**src/rtl/mc_fsm_controller.sv**
```systemverilog
// Multicycle MIPS control FSM: sequences a shared memory/ALU datapath, stalls on mem_ready,
// aborts a stalled access after TIMEOUT cycles. Define JAL_LINK_EN to add the jal state and link output.
module mc_fsm_controller #(
    parameter int TIMEOUT = 16
) (
    input  logic       clk,
    input  logic       reset,
    input  logic [5:0] op,
    input  logic [5:0] funct,
    input  logic       zero,
    input  logic       mem_ready,
    output logic       mem_req,
    output logic       iord,
    output logic       memwrite,
    output logic       irwrite,
    output logic       regdst,
    output logic       memtoreg,
    output logic       regwrite,
    output logic       alusrca,
    output logic [1:0] alusrcb,
    output logic [1:0] pcsrc,
    output logic       pcen,
    output logic [3:0] alucontrol,
    output logic       illegal,
    output logic       mem_err,
`ifdef JAL_LINK_EN
    output logic       link,
`endif
    output logic [3:0] state
);

    typedef enum logic [3:0] {
        FETCH  = 4'd0,  DECODE = 4'd1,  MEMADR = 4'd2,  MEMRD  = 4'd3,
        MEMWB  = 4'd4,  MEMWR  = 4'd5,  EXEC   = 4'd6,  ALUWB  = 4'd7,
        BRANCH = 4'd8,  ADDIEX = 4'd9,  ADDIWB = 4'd10, JUMP   = 4'd11,
        JR     = 4'd12, JAL    = 4'd13
    } state_t;

    localparam int CW = $clog2(TIMEOUT + 1);

    state_t        state_q, state_d;
    logic [CW-1:0] wait_q, wait_d;
    logic          expired;
    logic          link_d;

    always_ff @(posedge clk or posedge reset) begin
        if (reset) begin
            state_q <= FETCH;
            wait_q  <= '0;
        end else begin
            state_q <= state_d;
            wait_q  <= wait_d;
        end
    end

    // Last stalled cycle of an access; a ready in this same cycle still completes it.
    assign expired = (wait_q == CW'(TIMEOUT - 1)) && !mem_ready;

    always_comb begin
        state_d    = state_q;
        mem_req    = 1'b0;
        iord       = 1'b0;
        memwrite   = 1'b0;
        irwrite    = 1'b0;
        regdst     = 1'b0;
        memtoreg   = 1'b0;
        regwrite   = 1'b0;
        alusrca    = 1'b0;
        alusrcb    = 2'b00;
        pcsrc      = 2'b00;
        pcen       = 1'b0;
        alucontrol = 4'b0010;
        illegal    = 1'b0;
        mem_err    = 1'b0;
        link_d     = 1'b0;
        case (state_q)
            FETCH: begin
                mem_req = 1'b1;
                alusrcb = 2'b01;
                irwrite = mem_ready;
                pcen    = mem_ready;
                if (mem_ready)    state_d = DECODE;
                else if (expired) mem_err = 1'b1;
            end
            DECODE: begin
                alusrcb = 2'b11;
                state_d = FETCH;
                case (op)
                    6'b100011, 6'b101011: state_d = MEMADR;
                    6'b000000: begin
                        case (funct)
                            6'b100000, 6'b100010, 6'b100100,
                            6'b100101, 6'b101010: state_d = EXEC;
                            6'b001000:            state_d = JR;
                            default:              illegal = 1'b1;
                        endcase
                    end
                    6'b000100, 6'b000101: state_d = BRANCH;
                    6'b001000:            state_d = ADDIEX;
                    6'b000010:            state_d = JUMP;
`ifdef JAL_LINK_EN
                    6'b000011:            state_d = JAL;
`endif
                    default:              illegal = 1'b1;
                endcase
            end
            MEMADR: begin
                alusrca = 1'b1;
                alusrcb = 2'b10;
                state_d = (op == 6'b100011) ? MEMRD : MEMWR;
            end
            MEMRD: begin
                mem_req = 1'b1;
                iord    = 1'b1;
                if (mem_ready) state_d = MEMWB;
                else if (expired) begin
                    mem_err = 1'b1;
                    state_d = FETCH;
                end
            end
            MEMWB: begin
                regwrite = 1'b1;
                memtoreg = 1'b1;
                state_d  = FETCH;
            end
            MEMWR: begin
                mem_req  = 1'b1;
                iord     = 1'b1;
                memwrite = 1'b1;
                if (mem_ready) state_d = FETCH;
                else if (expired) begin
                    mem_err = 1'b1;
                    state_d = FETCH;
                end
            end
            EXEC: begin
                alusrca = 1'b1;
                case (funct)
                    6'b100010: alucontrol = 4'b0110;
                    6'b100100: alucontrol = 4'b0000;
                    6'b100101: alucontrol = 4'b0001;
                    6'b101010: alucontrol = 4'b0111;
                    default:   alucontrol = 4'b0010;
                endcase
                state_d = ALUWB;
            end
            ALUWB: begin
                regdst   = 1'b1;
                regwrite = 1'b1;
                state_d  = FETCH;
            end
            BRANCH: begin
                alusrca    = 1'b1;
                alucontrol = 4'b0110;
                pcsrc      = 2'b01;
                pcen       = zero ^ op[0];
                state_d    = FETCH;
            end
            ADDIEX: begin
                alusrca = 1'b1;
                alusrcb = 2'b10;
                state_d = ADDIWB;
            end
            ADDIWB: begin
                regwrite = 1'b1;
                state_d  = FETCH;
            end
            JUMP: begin
                pcsrc   = 2'b10;
                pcen    = 1'b1;
                state_d = FETCH;
            end
            JR: begin
                pcsrc   = 2'b11;
                pcen    = 1'b1;
                state_d = FETCH;
            end
`ifdef JAL_LINK_EN
            JAL: begin
                pcsrc    = 2'b10;
                pcen     = 1'b1;
                regwrite = 1'b1;
                link_d   = 1'b1;
                state_d  = FETCH;
            end
`endif
            default: state_d = FETCH;
        endcase

        // Counter restarts on every exit from a stalled access, so each new request starts at 0.
        wait_d = (mem_req && !mem_ready && !mem_err) ? wait_q + CW'(1) : '0;

        if (reset) begin
            mem_req    = 1'b0;
            iord       = 1'b0;
            memwrite   = 1'b0;
            irwrite    = 1'b0;
            regdst     = 1'b0;
            memtoreg   = 1'b0;
            regwrite   = 1'b0;
            alusrca    = 1'b0;
            alusrcb    = 2'b00;
            pcsrc      = 2'b00;
            pcen       = 1'b0;
            alucontrol = 4'b0000;
            illegal    = 1'b0;
            mem_err    = 1'b0;
            link_d     = 1'b0;
        end
    end

`ifdef JAL_LINK_EN
    assign link = link_d;
`endif
    assign state = state_q;

endmodule

```
**config.mk**
```make
export PLATFORM = sky130hd
export DESIGN_NAME = mc_fsm_controller
export DESIGN_NICKNAME = d
export VERILOG_FILES = /design/src/rtl/mc_fsm_controller.sv
export SDC_FILE = /design/constraint.sdc
export NUM_CORES = 1
export LEC_CHECK = 0
export BUFFER_PORTS_ARGS = -buffer_cell sky130_fd_sc_hd__buf_4
export CAP_MARGIN = 20
export CORE_MARGIN = 2
export CORE_UTILIZATION = 49
export DETAILED_ROUTE_END_ITERATION = 16
export PLACE_DENSITY_LB_ADDON = 0.2
export REMOVE_ABC_BUFFERS = 1
export SLEW_MARGIN = 40
export SYNTH_ARGS = -nofsm -noshare
export SYNTH_HDL_FRONTEND = slang
export SYNTH_SLANG_ARGS = --single-unit
```
**constraint.sdc**
```tcl
create_clock -name clk -period 1.88 [get_ports clk]
set_input_delay 0.188 -clock clk [delete_from_list [all_inputs] [get_ports clk]]
set_output_delay 0.188 -clock clk [all_outputs]
set_load 0.02 [all_outputs]
```
---- Yosys cells after proc, flatten, opt, wreduce, memory -nomap -nowiden ----
Cells that the tools add are included.
word-level totals
  output and inout bits ................... 23
  input bits .............................. 16
  ROM bits ................................ 0
  register bits ........................... 9
  memories ................................ 0
  RAM bits ................................ 0
  latch bits .............................. 0
cells by class
  equality and inequality tests ........... 26
  multipliers ............................. 0
  muxes and demuxes ....................... 42
  divide/modulo/power cells ............... 0
  shift-type cells ........................ 0
  $add $sub $neg .......................... 1
  bitwise gates (word level) .............. 1
  reduce and logical (&&, ||, !) cells .... 18
  magnitude comparators ................... 0
operators with widths
  kind                                                              count
  6-bit == test (second input constant)                             7
  4-bit case mux with 7 select lines                                1
  1-bit 2-to-1 mux                                                  24
  4-bit == test (second input constant)                             5
  4-bit 2-to-1 mux                                                  5
  4-bit case mux with 5 select lines                                1
  4-bit by 3-bit == test with 1-bit output (second input constant)  4
  6-bit by 3-bit == test with 1-bit output (second input constant)  2
  6-bit by 4-bit == test with 1-bit output (second input constant)  2
  2-bit case mux with 3 select lines                                2
  3-bit case mux with 4 select lines                                1
  6-bit OR reduction                                                2
  2-bit OR reduction                                                5
  4-bit by 2-bit == test with 1-bit output (second input constant)  2
  4-bit case mux with 2 select lines                                1
  6-bit by 2-bit == test with 1-bit output (second input constant)  1
  6-bit logical NOT                                                 1
  3-bit case mux with 2 select lines                                1
  3-bit OR reduction                                                2
  5-bit by 1-bit adder with 5-bit output (second input constant)    1
  5-bit by 4-bit == test with 1-bit output (second input constant)  1
  5-bit 2-to-1 mux                                                  1
  5-bit OR reduction                                                1
  4-bit by 1-bit == test with 1-bit output (second input constant)  1
  other kinds (10)                                                  14

---- Depth between registers and ports, before layout ----
  word-level depth ........................ 8
  gate-level depth with buffers ........... 7

---- Worst setup path before layout ----
OpenSTA, ideal clock, no wires.
  kind .................................... reg-to-output
  from .................................... reg state_q[0] (netlist: state[0])
  to ...................................... out pcen
  path buffers ............................ 1
  arrival time ............................ 1.688 ns
  stages on the path, launching flop included .. 6
  setup slack ............................. 0.004 ns
  required time ........................... 1.692 ns
  path through ............................ dfrtp_1 -> clkbuf_1 -> and3b_1 -> a21oi_1 -> nor3_1 -> or3_1
between the ends
  cells in the longest elaborated chain, start to end .. 4
  elaborated cells between the ends (all ways) .. 7
  classes of those cells .................. eq/ne: 3; mux: 2; reduce/logical: 2
RTL lines
  element                                 RTL line  RTL
  start, declared                         41        state_t state_q, state_d;
  start signal, assigned                  51        state_q <= state_d;
  4-bit == test                           76        case (state_q)
  2-bit OR reduction (no source line)     -
  1-bit case mux with 3 select lines (*)  76
  1-bit 2-to-1 mux (*)                    193       if (reset) begin
  end, declared                           22        output logic pcen,
Every way passes the cells marked *; elsewhere a longest branch is shown, timed or not.

---- Worst setup path after layout ----
  from .................................... reg state_q[1] (netlist: state[1])
  to ...................................... out alusrca
between the ends
  cells in the longest elaborated chain, start to end .. 4
  elaborated cells between the ends (all ways) .. 7
  classes of those cells .................. eq/ne: 4; mux: 2; reduce/logical: 1
RTL lines
  element                                                                 RTL line  RTL
  4-bit by 3-bit == test with 1-bit output, or another cell as far along  76
  4-bit OR reduction (no source line) (*)                                 -
  1-bit 2-to-1 mux (*)                                                    76
  1-bit 2-to-1 mux (*)                                                    193
  end, declared                                                           19        output logic alusrca,
Marked as above.

==> results.toml <==
[setup_path]
reg2regPathDepth = 6
rrSetupSlack_ns = 0.15
cp.arrival_ns = 1.66
rr_startpoint = "wait_q[0]"
worstPathMaxFanout = 6
cp.required_ns = 1.69
r2r_end = "state[0]"
start_kind = "register"
endpoint_kind = "primary output"
worst-setup-path-type = "register to primary output"

[place]
port_buffers = 37
place_hpwl_mm = 1.97
pre_cts_ws_ns = 0.119
place.gp.congestion = 0.891

[synth]
synth_compound_area_frac = 0.178
synth_top_family_by_area = "simple AND/OR/NAND/NOR gates"
synthMuxAreaShare = 0.0109
synth_fa_ha_area_frac = 0.0243
synth_flop_cell = "dfrtp_1"
netlist_instances = 133
ys_seq_area_frac = 0.219
yosys_warnings = 0
synthXorXnorAreaFrac = 0.0511
synth-async-reset-ratio = 1.00
syn_area_mm2 = 0.00103
synth_edf_count = 0
yosys.area_share.simple = 0.397
synth-seq-cells = 9
synth.avg_cell_area_um2 = 7.73
post_synth_num_cell_types = 46

[routing]
drt_first_iter_violations = 37
drc_errors = 0
vias = 1217
postRouteAntennaNets = 0
dr.pass1.iters = 4
via_per_inst = 5.77
wl_per_cell_um = 14.2
routed_wl_mm = 2.99

[finish]
fillCellCount = 151
n_antenna_cell = 0
layout-drive-gt1-share = 0.435
final_common_cell = "buf_4"
fin_util = 0.768
syn_to_final_growth_pct = 46.5
final_cell_mix = "55 x buf_4, 11 x nor2_1, 8 x nand2_1"
final_nets = 203

[grt]
antenna_found_initial = 0
grt_max_degree = 17
grt_pass1_wl_mm = 4.49
overflow = 0
grt_pass1_vias = 1020
grt.total_usage = 0.227

[run_status]
status = "finished clean"

[floorplanning]
fp.dieW_um = 49.8
coreArea_mm2 = 0.00196
dieArea_mm2 = 0.00248
rows = 16
io_pins = 39
initial_core_util = 0.524
die_h_um = 49.8

[power_and_ir_drop]
p_total_mw = 1.26
ir_drop_v = 0.000587
p_per_area_mw_per_mm2 = 834
p_leak_nw = 0.717

[timing]
holdWs_ns = 0.270
setup_violations = 0
max_clock_freq_mhz = 541
slew_violations = 0
period_share = 0.984
finalWorstSetupSlack_ns = 0.0304
period_needed_ns = 1.85
rsz0062_at_grt = "yes"
finalHoldViolations = 0
fin_skew_ns = 0.00416

[hold_path]
hold_depth = 3
hold_start = "op[4]"
hp-class = "primary input to register"
hold_end = "state[2]"

[cts]
clock_tree.root_cell = "clkbuf_4"
cts_buffers = 3
clk_latency_ns = 0.26
cts_tree = "done"
cts.clk_slew.worst_paths_ns = 0.05
clockBufferDepth = 2
htree_levels = 1
cts_sinks = 9

[run]
maxCapViolCount = 0
==> worst max path at each step <==
| stage | start | depth (start not counted) | slack, ns | end |
|---|---|---|---|---|
| global route | state[0] | 6 | -0.06 | regwrite |
| finish | state[1] | 5 | 0.03 | alusrca |
| global placement | state[1] | 5 | 0.13 | alusrcb[1] |
| CTS | state[1] | 5 | -0.03 | mem_err |
| detailed placement | state[1] | 5 | 0.12 | alusrcb[1] |
| floorplan | state[1] | 4 | -0.09 | pcen |
==> cells in the mapped netlist, types with 2 or more instances <==
library cell / number / area share
nor2_1: 12 / 0.044
dfrtp_1: 9 / 0.22
nand2_1: 8 / 0.029
inv_1: 7 / 0.026
a21oi_1: 6 / 0.029
nor3_1: 6 / 0.029
clkbuf_1: 5 / 0.018
a31oi_1: 4 / 0.024
and3_1: 4 / 0.024
clkbuf_8: 4 / 0.054
nor2b_1: 4 / 0.024
nor4_1: 4 / 0.024
nor4b_1: 4 / 0.034
and2b_2: 3 / 0.026
and3b_1: 3 / 0.026
nand2b_1: 3 / 0.018
nand3_1: 3 / 0.015
o21ai_0: 3 / 0.015
o22ai_1: 3 / 0.018
xnor2_1: 3 / 0.026
xor2_1: 3 / 0.026
a311oi_1: 2 / 0.017
buf_4: 2 / 0.015
ha_1: 2 / 0.024
nand4_1: 2 / 0.012
nor3b_1: 2 / 0.015
o41ai_1: 2 / 0.017
or3_1: 2 / 0.012
==> stage by stage <==
stage	instance area, um^2	TNS (ns)	cells
6_report	1510	0	211
5_1_grt	1510	-0.246	211
4_1_cts	1390	-0.0300	202
3_5_place_dp	1300	0	190
3_3_place_gp	1300	0	190
2_1_floorplan	935	-0.131	121
==> cells by family (layout without fill, tap and decap cells) <==
group                    count (synthesis)  after routing
AND/OR/NAND/NOR                         68             68
multiplexers                             1              1
flip-flops                               9              9
XOR/XNOR                                 6              6
AO/OA/AOI/OAI                           27             27
adder cells (fa/ha/maj)                  2              2
other                                    1              1
buffers and inverters                   19             70
==> where the power goes <==
| part | leakage, nW | internal [mW] | switching (mW) |
|---|---|---|---|
| registers | 0.116 | 0.234 | 0.0516 |
| logic | 0.585 | 0.415 | 0.410 |
| clock network | 0.0150 | 0.0815 | 0.0629 |
| total | 0.717 | 0.731 | 0.524 |
==> registers in the layout, indices dropped and copies added, names as in the netlist <==
signal / cells
wait_q: 5
state: 4
==> critical path, stage by stage, from the launching register on <==
cell and delay (ns):
dfrtp_2 0.45, buf_4 0.16, buf_4 0.15, or3_1 0.37
a21oi_2 0.13, buf_4 0.15
==> metal layers <==
| metal | track usage | up-vias | part of all wire |
|---|---|---|---|
| li1 | - | 590 | - |
| met1 | 0.294 | 569 | 0.43 |
| met2 | 0.382 | 56 | 0.49 |
| met3 | 0.0545 | 2 | 0.075 |
| met4 | 0.0463 | 0 | 0.0047 |
| met5 | 0 | - | 0 |
==> final cells by class <==
class	instances	area (um^2)	area share
Sequential cell	9	230	0.153
Multi-Input combinational cell	105	722	0.479
Tap cell	27	33.8	0.0224
Timing Repair Buffer	59	465	0.309
Clock buffer	4	26.3	0.0174
Inverter	7	28.8	0.0191
==> timing repair <==
action	in CTS	in global routing
hold buffers	1	0
buffers inserted	7	9
endpoints found under the hold margin	9	0
gates resized for setup	4	17
endpoints found under the setup margin	6	4
cloned	0	0
pin swaps	0	2
Power figures use the tool's default switching activity.
